===== config.mk =====
export PLATFORM = sky130hd
export DESIGN_NAME = cla_add_sequencer_flat
export DESIGN_NICKNAME = d
export VERILOG_FILES = /design/src/rtl/cla_add_sequencer_pkg.sv /design/src/rtl/cla_add_sequencer_if.sv /design/src/rtl/cla_add_sequencer_slice.sv /design/src/rtl/cla_add_sequencer.sv /design/src/flat_wrapper.sv
export SDC_FILE = /design/constraint.sdc
export NUM_CORES = 1
export LEC_CHECK = 0
export CORE_ASPECT_RATIO = 0.7
export CORE_MARGIN = 8
export CORE_UTILIZATION = 40
export CTS_CLUSTER_DIAMETER = 30
export CTS_CLUSTER_SIZE = 10
export DETAILED_ROUTE_END_ITERATION = 10
export DONT_BUFFER_PORTS = 1
export PLACE_DENSITY = 0.51
export SYNTH_ARGS = -nofsm -noshare
export SYNTH_HDL_FRONTEND = slang
export SYNTH_SLANG_ARGS = --single-unit

===== constraint.sdc =====
create_clock -name i_clk -period 4.1 [get_ports i_clk]
set_input_delay 0.615 -clock i_clk [delete_from_list [all_inputs] [get_ports i_clk]]
set_output_delay 0.615 -clock i_clk [all_outputs]
set_load 0.01 [all_outputs]

===== src/rtl/cla_add_sequencer_pkg.sv =====
// Shared types and helpers for the multi-cycle CLA add sequencer.
//   cla_seq_state_t : sequencer FSM state encoding
//   GROUP           : width of one lookahead group cell
//   num_slices()    : number of slice passes needed for one operation
package cla_seq_pkg;

  typedef enum logic [1:0] {IDLE, RUN, DONE} cla_seq_state_t;

  localparam int GROUP = 4;

  function automatic int num_slices(input int width, input int slice);
    return width / slice;
  endfunction

endpackage


===== src/rtl/cla_add_sequencer_if.sv =====
// Request/response bus of the add sequencer.
//   i_valid/o_ready     : request handshake, operands i_a, i_b, carry-in i_c
//   o_valid/i_ready     : result handshake, sum o_s, carry-out o_c, overflow o_ovf
// master = front end (issues requests, consumes results), slave = sequencer.
interface cla_add_sequencer_if #(parameter int WIDTH = 64);
  logic             i_valid;
  logic             o_ready;
  logic [WIDTH-1:0] i_a;
  logic [WIDTH-1:0] i_b;
  logic             i_c;
  logic             o_valid;
  logic             i_ready;
  logic [WIDTH-1:0] o_s;
  logic             o_c;
  logic             o_ovf;

  modport master (output i_valid, i_a, i_b, i_c, i_ready,
                  input  o_ready, o_valid, o_s, o_c, o_ovf);
  modport slave  (input  i_valid, i_a, i_b, i_c, i_ready,
                  output o_ready, o_valid, o_s, o_c, o_ovf);
endinterface


===== src/rtl/cla_add_sequencer_slice.sv =====
// Combinational SLICE-bit carry-lookahead adder.
//   cla_logic_4     : 4-bit lookahead cell (bit carries + group G/P)
//   cla_adder_slice : i_a, i_b, i_c -> o_s, o_c ; two-level lookahead tree
//                     (bit level inside cla_logic_4, group level across cells)

module cla_logic_4 (
  input  logic [3:0] g_i,
  input  logic [3:0] p_i,
  input  logic       c_i,
  output logic [3:0] c_o,   // carry into each bit of the group
  output logic       g_o,   // group generate
  output logic       p_o    // group propagate
);
  assign c_o[0] = c_i;
  assign c_o[1] = g_i[0] | (p_i[0] & c_i);
  assign c_o[2] = g_i[1] | (p_i[1] & g_i[0]) | (p_i[1] & p_i[0] & c_i);
  assign c_o[3] = g_i[2] | (p_i[2] & g_i[1]) | (p_i[2] & p_i[1] & g_i[0])
                | (p_i[2] & p_i[1] & p_i[0] & c_i);
  assign g_o    = g_i[3] | (p_i[3] & g_i[2]) | (p_i[3] & p_i[2] & g_i[1])
                | (p_i[3] & p_i[2] & p_i[1] & g_i[0]);
  assign p_o    = &p_i;
endmodule

module cla_adder_slice
  import cla_seq_pkg::*;
#(
  parameter int SLICE = 16
) (
  input  logic [SLICE-1:0] i_a,
  input  logic [SLICE-1:0] i_b,
  input  logic             i_c,
  output logic [SLICE-1:0] o_s,
  output logic             o_c
);
  localparam int NG = SLICE / GROUP;

  if (SLICE % GROUP != 0) begin : g_bad_slice
    $error("SLICE must be a multiple of 4");
  end

  logic [SLICE-1:0] g, p, c;
  logic [NG-1:0]    gg, pg;
  logic [NG:0]      cg;     // carry into each group; cg[NG] is the slice carry-out

  assign g = i_a & i_b;
  assign p = i_a ^ i_b;

  for (genvar gi = 0; gi < NG; gi++) begin : g_grp
    cla_logic_4 u_cla (
      .g_i (g[gi*GROUP +: GROUP]),
      .p_i (p[gi*GROUP +: GROUP]),
      .c_i (cg[gi]),
      .c_o (c[gi*GROUP +: GROUP]),
      .g_o (gg[gi]),
      .p_o (pg[gi])
    );
  end

  // Group-level lookahead, written as the flat sum of products
  //   cg[j] = OR_i (gg[i] & pg[i+1..j-1]) | (i_c & pg[0..j-1])
  // so every group carry is two gate levels from the group G/P terms.
  logic acc, term;
  always_comb begin
    cg   = '0;
    acc  = 1'b0;
    term = 1'b0;
    cg[0] = i_c;
    for (int j = 1; j <= NG; j++) begin
      acc = 1'b0;
      for (int i = 0; i < j; i++) begin
        term = gg[i];
        for (int k = i + 1; k < j; k++) term = term & pg[k];
        acc = acc | term;
      end
      term = i_c;
      for (int k = 0; k < j; k++) term = term & pg[k];
      cg[j] = acc | term;
    end
  end

  assign o_s = p ^ c;
  assign o_c = cg[NG];
endmodule


===== src/rtl/cla_add_sequencer.sv =====
// Multi-cycle WIDTH-bit adder that time-shares one SLICE-bit CLA slice,
// one slice per cycle LSB first, with the inter-slice carry held in carry_q.
//   i_clk, i_rst : clock, synchronous active-high reset
//   bus (slave)  : request i_valid/o_ready/i_a/i_b/i_c,
//                  result  o_valid/i_ready/o_s/o_c/o_ovf
// Accept in IDLE, K RUN cycles, then hold the result in DONE until taken.
module cla_add_sequencer
  import cla_seq_pkg::*;
#(
  parameter int WIDTH = 64,
  parameter int SLICE = 16
) (
  input  logic                i_clk,
  input  logic                i_rst,
  cla_add_sequencer_if.slave  bus
);
  localparam int K  = num_slices(WIDTH, SLICE);
  localparam int IW = (K > 1) ? $clog2(K) : 1;
  localparam logic [IW-1:0] LAST = IW'(K - 1);

  if (WIDTH % SLICE != 0) begin : g_bad_width
    $error("WIDTH must be a multiple of SLICE");
  end

  cla_seq_state_t   state_q;
  logic [IW-1:0]    idx_q;
  logic [WIDTH-1:0] a_q, b_q, s_q;
  logic             carry_q;
  logic             valid_q, ready_q;

  logic [SLICE-1:0] slice_s;
  logic             slice_c;

  cla_adder_slice #(.SLICE(SLICE)) u_slice (
    .i_a (a_q[idx_q*SLICE +: SLICE]),
    .i_b (b_q[idx_q*SLICE +: SLICE]),
    .i_c (carry_q),
    .o_s (slice_s),
    .o_c (slice_c)
  );

  always_ff @(posedge i_clk) begin
    if (i_rst) begin
      state_q <= IDLE;
      idx_q   <= '0;
      a_q     <= '0;
      b_q     <= '0;
      s_q     <= '0;
      carry_q <= 1'b0;
      valid_q <= 1'b0;
      ready_q <= 1'b1;
    end else begin
      case (state_q)
        IDLE: if (bus.i_valid) begin
          a_q     <= bus.i_a;
          b_q     <= bus.i_b;
          carry_q <= bus.i_c;
          s_q     <= '0;
          idx_q   <= '0;
          ready_q <= 1'b0;
          state_q <= RUN;
        end
        RUN: begin
          s_q[idx_q*SLICE +: SLICE] <= slice_s;
          carry_q <= slice_c;
          if (idx_q == LAST) begin
            idx_q   <= '0;
            valid_q <= 1'b1;
            state_q <= DONE;
          end else begin
            idx_q <= idx_q + 1'b1;
          end
        end
        DONE: if (bus.i_ready) begin
          // No acceptance here: o_ready only rises once back in IDLE.
          valid_q <= 1'b0;
          ready_q <= 1'b1;
          state_q <= IDLE;
        end
        default: begin
          valid_q <= 1'b0;
          ready_q <= 1'b1;
          state_q <= IDLE;
        end
      endcase
    end
  end

  assign bus.o_s     = s_q;
  assign bus.o_c     = carry_q;
  assign bus.o_ovf   = (a_q[WIDTH-1] == b_q[WIDTH-1]) && (s_q[WIDTH-1] != a_q[WIDTH-1]);
  assign bus.o_valid = valid_q;
  assign bus.o_ready = ready_q;
endmodule


===== src/flat_wrapper.sv =====
// flat-port wrapper written by rule: the top's interface ports become plain ports
module cla_add_sequencer_flat import cla_seq_pkg::*;
#(
  parameter int WIDTH = 64,
  parameter int SLICE = 16
)
  (i_clk, i_rst, bus_i_valid, bus_i_a, bus_i_b, bus_i_c, bus_i_ready, bus_o_ready, bus_o_valid, bus_o_s, bus_o_c, bus_o_ovf);
  cla_add_sequencer_if #(.WIDTH(WIDTH)) bus_i ();
  input  logic i_clk;
  input  logic i_rst;
  input wire logic [$bits(bus_i.i_valid)-1:0] bus_i_valid;
  input wire logic [$bits(bus_i.i_a)-1:0] bus_i_a;
  input wire logic [$bits(bus_i.i_b)-1:0] bus_i_b;
  input wire logic [$bits(bus_i.i_c)-1:0] bus_i_c;
  input wire logic [$bits(bus_i.i_ready)-1:0] bus_i_ready;
  output wire logic [$bits(bus_i.o_ready)-1:0] bus_o_ready;
  output wire logic [$bits(bus_i.o_valid)-1:0] bus_o_valid;
  output wire logic [$bits(bus_i.o_s)-1:0] bus_o_s;
  output wire logic [$bits(bus_i.o_c)-1:0] bus_o_c;
  output wire logic [$bits(bus_i.o_ovf)-1:0] bus_o_ovf;
  assign bus_i.i_valid = bus_i_valid;
  assign bus_i.i_a = bus_i_a;
  assign bus_i.i_b = bus_i_b;
  assign bus_i.i_c = bus_i_c;
  assign bus_i.i_ready = bus_i_ready;
  assign bus_o_ready = bus_i.o_ready;
  assign bus_o_valid = bus_i.o_valid;
  assign bus_o_s = bus_i.o_s;
  assign bus_o_c = bus_i.o_c;
  assign bus_o_ovf = bus_i.o_ovf;
  cla_add_sequencer #(.WIDTH(WIDTH), .SLICE(SLICE)) u_core (.i_clk(i_clk), .i_rst(i_rst), .bus(bus_i));
endmodule

==> results_dict.tcl, run 1 <==
set metrics [dict create \
    p_seq_share_pct 49.8 \
    critPathRequiredTime_ns 4.46 \
    final_util_pct 44.60 \
    port_buffers 0 \
    switching_share_pct 26.94 \
    syn-mean-instance-area_sq_um 8.554 \
    place_hpwl_um 18790 \
    critical_path.startpoint "u_core.idx_q[1]" \
    status "complete, no violations" \
    place_inst 1210 \
    routed_wl_um 25640 \
    clkLatencyLatePin_ns 0.44 \
    cts_tree "built" \
    setup_viol 0 \
    cts_setup_buffers 0 \
    slowest_stage "dfxtp_2" \
    drc 0 \
    core_area_sq_um 20750 \
    cts.sinks 199 \
    postSynth.asyncResetShare_pct 0 \
    drive_gt1_share_pct 8.696 \
    cts_resized 0 \
    synth_nets 1149 \
    min-delay-start "i_rst" \
    slew_headroom_pct 33.94 \
    cts_root_buf "clkbuf_16" \
    comb_power_share_pct 11.7 \
    startpoint_type "flop" \
    drt-pass1-iter-count 5 \
    synth_top_area_share_pct 46.95 \
    timing.rr.start "u_core.idx_q[1]" \
    crit_chain "buf_4, mux4_2, ha_1, and4_4, and2_1, a22oi_1, nand2_1, fa_1, xor2_1, a22oi_1, nor2_1" \
    synthTopCellsByCount "nand2_1 (286), dfxtp_1 (199), a21oi_1 (159)" \
    crit_arrival_ns 3.97 \
    worst-setup-path-type "flop to flop" \
    cts_buffers 17 \
    worstMarginPinSlew_ns 0.9885 \
    drv_cap 0 \
    cts.clk_slew.worst_paths_ns 0.08 \
    fp-row-count 44 \
    start_util_pct 40.88 \
    synth_edf_count 0 \
    ys.flop_type "dfxtp_1" \
    slew_viol_final 0 \
    fillers 2079 \
    io_pins 201 \
    synth_cell_types 50 \
    vias 6773 \
    fin_skew_ns 0.01049 \
    cts_hold_buf 0 \
    synth.area.top_cells "dfxtp_1 (47%), nand2_1 (13%), a21oi_1 (9.4%), mux4_2 (8.5%), nor2_1 (3.3%)" \
    leakage_nw 3.324 \
    first_global_vias 6504 \
    vdd_drop_max_v 0.0002673 \
    fin_tns_setup_ns 0 \
    die_w_um 190.1 \
    final_cells 1242 \
    period_share_pct 88.12 \
    slowest_delay_ns 0.63 \
    fin_nets 1110 \
    syn_area_sq_um 8486 \
    max_freq_mhz 276.8 \
    grt_overflow 0 \
    yosysSeqAreaShare_pct 46.95 \
    clock_power_share_pct 38.5 \
    grt_pass1_wl_um 38720 \
    switching_power_mw 1.130 \
    synth.ff_latch_count 199 \
    ant_nets 0 \
    rsz0062_at_grt "no" \
    grt_max_degree 205 \
    place_area_sq_um 8688 \
    internal_power_mw 3.065 \
    cp_common_cell "a22oi_1" \
    antenna_found_initial 0 \
    clockBufferDepth 2 \
    die_y_um 137.9 \
    hold_viol 0 \
    worst_setup_path_end_kind "flop" \
    min_path_type "input port to flop" \
    synth_largest_area_cell "dfxtp_1" \
    drt_iter0_drc 470 \
    crit_fanout 16 \
    syn_inst 992 \
    drt-wirelength-per-cell_um 20.65 \
    die_area_sq_um 26210 \
    grt_use_total_pct 19.31 \
    yosysMostFrequentCell "nand2_1" \
    cellPowerDensity_nw_per_um2 453.2 \
    viasPerCell 5.453 \
    antenna_cells 0 \
    syn_to_final_growth_pct 9.083 \
    post-route-cell-area_sq_um 9256 \
    min_period_ns 3.613 \
    place_congestion 0.7748 \
    cts_max_level 4 \
    yosysWarnings 0 \
]
-- metrics by stage --
| step | power (mW) | worst slack, ns | hold slack [ns] |
|---|---|---|---|
| after floorplan | 2.480 | 0.6217 | 0.4331 |
| after global placement | 2.626 | 0.5983 | 0.4385 |
| after detailed placement | 2.627 | 0.5043 | 0.4390 |
| after CTS | 4.248 | 0.5021 | 0.2401 |
| after global routing | 4.390 | 0.1750 | 0.2337 |
| final | 4.195 | 0.4871 | 0.2658 |
-- layout make-up --
cell class | count | area (sq um) | area share, %
well taps | 276 | 345.3 | 3.731
multi-input cells | 713 | 4195 | 45.32
repair buffers | 11 | 120.1 | 1.298
clock inverters | 12 | 121.4 | 1.311
flip-flops and latches | 199 | 3986 | 43.07
clock buffers | 20 | 446.7 | 4.826
inverters | 11 | 41.29 | 0.4461
-- path summary, 6_finish.rpt --
kind / slack [ns] / end / cells after the start
min: 0.27 / u_core.bus.o_s[32] / 1
max reg2reg: 0.49 / u_core.bus.o_s[45] / 11
max: 0.49 / u_core.bus.o_s[45] / 11
min reg2reg: 0.45 / u_core.b_q[51] / 2
-- placed cells by master, fill, tap and decap left out, drive strengths merged, types with 4 or more instances in the layout --
cell / n
a21o: 4
a21oi: 159
a221o: 5
a22oi: 34
and4: 6
buf: 11
clkbuf: 20
clkinv: 4
clkinvlp: 4
dfxtp: 199
fa: 4
ha: 20
inv: 14
mux4: 32
nand2: 286
nand2b: 9
nor2: 75
nor2b: 10
nor3: 6
nor4: 6
o21ai: 18
xnor2: 4
-- routing by layer --
metal / vias to the layer above / wire length, um / share of wire (%) / track usage, %
li1: 3332 / - / - / -
met3: 14 / 2374 / 9.3 / 7.261
met1: 3218 / 12460 / 49 / 27.99
met2: 209 / 10550 / 41 / 26.50
met5: - / 0 / 0 / 0
met4: 0 / 255 / 0.99 / 4.372
-- cell families (layout without fill, tap and decap cells) --
logic type	after synthesis	count (layout)	share of synthesized area, %
compound gates	236	236	15.92
xor+xnor	7	7	0.7225
fa+ha+maj	24	24	3.893
buf+inv	80	54	3.775
flops	199	199	46.95
mux	33	33	8.655
simple gates	413	413	20.08
-- registers in the layout (all words and copies together) (netlist names) --
signal,cells
u_core.a_q,64
u_core.b_q,64
u_core.bus.o_s,64
u_core.idx_q,2
u_core.state_q,2
u_core.bus.o_c,1
u_core.bus.o_ready,1
u_core.bus.o_valid,1
-- worst max-delay path, delay by kind of cell, from the launching register on --
family | cells | cell delay [ns]
compound gates | 2 | 0.47
flops | 1 | 0.63
xor+xnor | 1 | 0.34
simple gates | 4 | 0.55
buf+inv | 1 | 0.26
fa+ha+maj | 2 | 0.74
mux | 1 | 0.55
-- power groups by stage --
stage | sequential (mW) | clock, mW | combinational [mW]
6_report | 2.09 | 1.62 | 0.490
5_1_grt | 2.10 | 1.74 | 0.549
4_1_cts | 2.09 | 1.66 | 0.497
3_5_place_dp | 2.13 | 0 | 0.495
3_3_place_gp | 2.13 | 0 | 0.491
2_1_floorplan | 2.10 | 0 | 0.381
(Power assumes the default switching activity.)
==> run 2: changes to the inputs <==
Settings changed: CELL_PAD_IN_SITES_DETAIL_PLACEMENT set to 1, CELL_PAD_IN_SITES_GLOBAL_PLACEMENT set to 1, PLACE_DENSITY 0.51 to 0.66, RECOVER_POWER set to 100.
==> results_dict.tcl, run 2 (synthesized netlist as in run 1, its figures left out) <==
set metrics [dict create \
    fillers 2448 \
    cts_resized 0 \
    place_congestion 0.8539 \
    fp-row-count 44 \
    max_freq_mhz 266.5 \
    hold_viol 0 \
    cts_buffers 17 \
    layout_commonest_cell "nand2_1" \
    die_w_um 190.1 \
    cts.sinks 199 \
    slowest_stage "dfxtp_2" \
    die_y_um 137.9 \
    timing.rr.start "u_core.idx_q[0]" \
    grt_pass1_wl_um 42060 \
    drt-wirelength-per-cell_um 22.09 \
    worst-setup-path-type "flop to flop" \
    cts.clk_slew.worst_paths_ns 0.08 \
    min-delay-start "i_rst" \
    slew_headroom_pct -82.49 \
    critical_path.startpoint "u_core.idx_q[0]" \
    cts_setup_buffers 0 \
    place_area_sq_um 8697 \
    violations "max-capacitance violations, max-slew violations" \
    vias 6869 \
    drt-pass1-iter-count 5 \
    place_hpwl_um 20080 \
    die_area_sq_um 26210 \
    routed_wl_um 27530 \
    slew_viol_final 79 \
    post-route-cell-area_sq_um 9233 \
    cts_tree "built" \
    fin_nets 1114 \
    min_path_type "input port to flop" \
    worst_setup_path_end_kind "flop" \
    viasPerCell 5.513 \
    cp_common_cell "nor2_1" \
    final_util_pct 44.48 \
    drive_gt1_share_pct 8.454 \
    regArea_sq_um 3986 \
    critPathRequiredTime_ns 4.47 \
    core_area_sq_um 20750 \
    startpoint_type "flop" \
    drt-met1-wl_um 13260 \
    multi_input_area_sq_um 4182 \
    ant_nets 0 \
    slowest_delay_ns 0.72 \
    vdd_drop_max_v 0.0003083 \
    period_share_pct 91.52 \
    grt_use_total_pct 21.04 \
    grt_max_degree 205 \
    crit_chain "clkbuf_1, mux4_2, ha_1, and4_1, and2_0, nor2_1, o21bai_1, inv_1, fa_1, xnor2_1, a22oi_1, nor2_1" \
    cts_root_buf "clkbuf_16" \
    min_period_ns 3.752 \
    cts_hold_buf 0 \
    antenna_found_initial 0 \
    grt_overflow 0 \
    io_pins 201 \
    drv_cap 1 \
    syn_to_final_growth_pct 8.803 \
    crit_arrival_ns 4.13 \
    status "finished, violations left" \
    setup_viol 0 \
    met2_wirelength_um 12250 \
    fin_skew_ns 0.01364 \
    dr_wl_met3_um 1855 \
    clkLatencyLatePin_ns 0.44 \
    port_buffers 0 \
    drt_iter0_drc 461 \
    start_util_pct 40.88 \
    cellPowerDensity_nw_per_um2 458.5 \
    worstMarginPinSlew_ns 2.737 \
    antenna_cells 0 \
    cts_max_level 4 \
    fin_tns_setup_ns 0 \
    rsz0062_at_grt "no" \
    first_global_vias 6989 \
    drc 0 \
    dr.max_layer_used "met4" \
    clockBufferDepth 2 \
    final_cell_mix "nand2_1 (286), dfxtp_1 (197), a21oi_1 (157), nor2_1 (74), a22oi_1 (34)" \
    crit_fanout 17 \
    leakage_nw 3.322 \
]
## run 2: path summary, 6_finish.rpt
path | to | cells past startpoint | slack (ns)
worst max-delay path | u_core.bus.o_s[9] | 12 | 0.35
worst min-delay path | u_core.bus.o_s[36] | 1 | 0.28
worst max register to register | u_core.bus.o_s[9] | 12 | 0.35
worst min register to register | u_core.b_q[14] | 2 | 0.45
## run 2: layout make-up
| type | count | area share, % |
|---|---|---|
| multi-input cells | 713 | 45.29 |
| clock inverters | 12 | 1.138 |
| flip-flops and latches | 199 | 43.18 |
| inverters | 11 | 0.4472 |
| clock buffers | 20 | 5.055 |
| well taps | 276 | 3.740 |
| repair buffers | 15 | 1.152 |
## run 2: critical path: cells and delay by family, from the launching register on
| kind | cells | cell delay (ns) |
|---|---|---|
| XOR/XNOR | 1 | 0.37 |
| multiplexers | 1 | 0.55 |
| AO/OA/AOI/OAI | 2 | 0.36 |
| flip-flops | 1 | 0.72 |
| AND/OR/NAND/NOR | 4 | 0.66 |
| buffers and inverters | 2 | 0.34 |
| adder cells (fa/ha/maj) | 2 | 0.68 |
## run 2: power by group
group / internal (mW) / switching, mW / leakage [nW]
combinational: 0.178 / 0.317 / 1.42
clock: 0.847 / 0.799 / 0.277
sequential: 2.02 / 0.0726 / 1.63
total: 3.04 / 1.19 / 3.32
## run 2: metrics by stage
| stage | power, mW | worst slack, ns | std cells | hold slack (ns) |
|---|---|---|---|---|
| after floorplan | 2.480 | 0.6217 | 992 | 0.4331 |
| after global placement | 2.630 | 0.4144 | 1214 | 0.4361 |
| after detailed placement | 2.640 | 0.3877 | 1214 | 0.4448 |
| after CTS | 4.283 | 0.3445 | 1246 | 0.2445 |
| after global routing | 4.421 | 0.01654 | 1246 | 0.2465 |
| final | 4.233 | 0.3477 | 1246 | 0.2782 |
## run 2: metal layers
layer	vias up	GRT usage (%)
met5	-	0
met4	0	3.896
met3	10	6.055
met2	165	31.90
met1	3377	29.59
li1	3317	-
==> run 3: changes to the inputs <==
Settings changed: SETUP_SLACK_MARGIN set to 0.3.
==> results_dict.tcl, run 3 (synthesized netlist as in run 1, its figures left out) <==
set metrics [dict create \
    hold_ws_ns 0.2906 \
    grt_max_degree 205 \
    internal_power_mw 3.051 \
    worst_setup_path_end_kind "flop" \
    status "finished, violations left" \
    setup_viol 0 \
    worst-setup-path-type "flop to flop" \
    clkLatencyLatePin_ns 0.45 \
    cellPowerDensity_nw_per_um2 456.0 \
    critPathRequiredTime_ns 4.47 \
    min_period_ns 3.624 \
    grt_pass1_wl_um 42060 \
    grt_use_total_pct 21.04 \
    drt-wirelength-per-cell_um 22.11 \
    switching_power_mw 1.195 \
    cts_max_level 4 \
    io_pins 201 \
    startpoint_type "flop" \
    drt-pass1-iter-count 5 \
    cts_hold_buf 0 \
    clock_power_share_pct 38.8 \
    fin_nets 1122 \
    syn_to_final_growth_pct 9.746 \
    fillers 2453 \
    cts_root_buf "clkbuf_16" \
    fp-row-count 44 \
    die_area_sq_um 26210 \
    antenna_cells 0 \
    slew_headroom_pct -40.29 \
    period_share_pct 88.40 \
    place_hpwl_um 20080 \
    first_global_vias 6989 \
    grt_overflow 0 \
    violations "max-capacitance violations, max-slew violations" \
    layout_commonest_cell "nand2_1" \
    drc 0 \
    die_w_um 190.1 \
    core_area_sq_um 20750 \
    drt_iter0_drc 464 \
    cts.clk_slew.worst_paths_ns 0.08 \
    comb_power_share_pct 12.0 \
    drive_gt1_share_pct 9.202 \
    slowest_delay_ns 0.64 \
    ant_nets 0 \
    vdd_drop_max_v 0.0003027 \
    fin_tns_setup_ns 0 \
    p_seq_share_pct 49.2 \
    routed_wl_um 27730 \
    cts_buffers 17 \
    clockBufferDepth 2 \
    antenna_found_initial 0 \
    max_freq_mhz 275.9 \
    start_util_pct 40.88 \
    cts_tree "built" \
    slew_viol_final 30 \
    crit_arrival_ns 4.00 \
    vias 6932 \
    slowest_stage "mux4_2" \
    viasPerCell 5.528 \
    cts.sinks 199 \
    final_util_pct 44.87 \
    crit_chain "mux4_2, ha_1, nand2_1, o21ai_0, o21bai_1, inv_1, fa_1, xnor2_1, a22oi_1, nor2_1" \
    place_congestion 0.8539 \
    die_y_um 137.9 \
    final_cell_mix "nand2_1 (286), dfxtp_1 (197), a21oi_1 (158), nor2_1 (75), a22oi_1 (34)" \
    drv_cap 1 \
    hold_viol 0 \
    min_path_type "input port to flop" \
    crit_fanout 16 \
    worstMarginPinSlew_ns 2.097 \
    rsz0062_at_grt "no" \
    switching_share_pct 28.15 \
    port_buffers 0 \
    fin_skew_ns 0.01510 \
    leakage_nw 3.369 \
]
## run 3: routing by layer
metal  vias up  GRT usage, %  routed length [um]
met5         -             0                   0
met4         0         3.896                 165
met3        11         6.055                1784
met2       153         31.90               12360
met1      3429         29.59               13420
li1       3339             -                   -
## run 3: what timing repair did
action | 4_1_cts | 5_1_grt
endpoints found under the setup margin | 0 | 19
endpoints found under the hold margin | 0 | 0
buffers inserted | 0 | 8
gates resized for setup | 0 | 3
## run 3: path summary, 6_finish.rpt
| kind | from | end | slack, ns | cells past startpoint |
|---|---|---|---|---|
| worst max-delay path | u_core.idx_q[1] | u_core.bus.o_s[9] | 0.48 | 10 |
| worst min-delay path | i_rst | u_core.bus.o_s[36] | 0.29 | 1 |
| worst max register to register | u_core.idx_q[1] | u_core.bus.o_s[9] | 0.48 | 10 |
| worst min register to register | u_core.b_q[14] | u_core.b_q[14] | 0.45 | 2 |
## run 3: worst max-delay path: cells and delay by family (launching register included)
kind | cells | cell delay [ns]
flip-flops | 1 | 0.53
AO/OA/AOI/OAI | 3 | 0.95
XOR/XNOR | 1 | 0.36
buffers and inverters | 1 | 0.08
AND/OR/NAND/NOR | 2 | 0.19
multiplexers | 1 | 0.64
adder cells (fa/ha/maj) | 2 | 0.79
## run 3: layout make-up
class	instances	area (sq um)	share of cell area, %
Clock buffer	20	466.7	5.011
Clock inverter	12	105.1	1.129
Inverter	11	41.29	0.4434
Multi-Input combinational cell	713	4188	44.97
Sequential cell	199	3991	42.86
Tap cell	276	345.3	3.708
Timing Repair Buffer	23	175.2	1.881
## run 3: per-stage QoR
step	instance area, sq um	cells	total power, mW	setup slack, ns
final	9313	1254	4.247	0.4756
after detailed placement	8697	1214	2.640	0.3877
after global routing	9313	1254	4.432	0.1856
after floorplan	8486	992	2.480	0.6217
after global placement	8697	1214	2.630	0.4144
after CTS	9269	1246	4.283	0.3445
## run 3: power by group through the flow
stage	clock network [mW]	registers [mW]	logic, mW
after floorplan	0	2.10	0.381
after global placement	0	2.14	0.495
after detailed placement	0	2.14	0.503
after CTS	1.68	2.09	0.506
after global routing	1.77	2.10	0.565
final	1.65	2.09	0.510
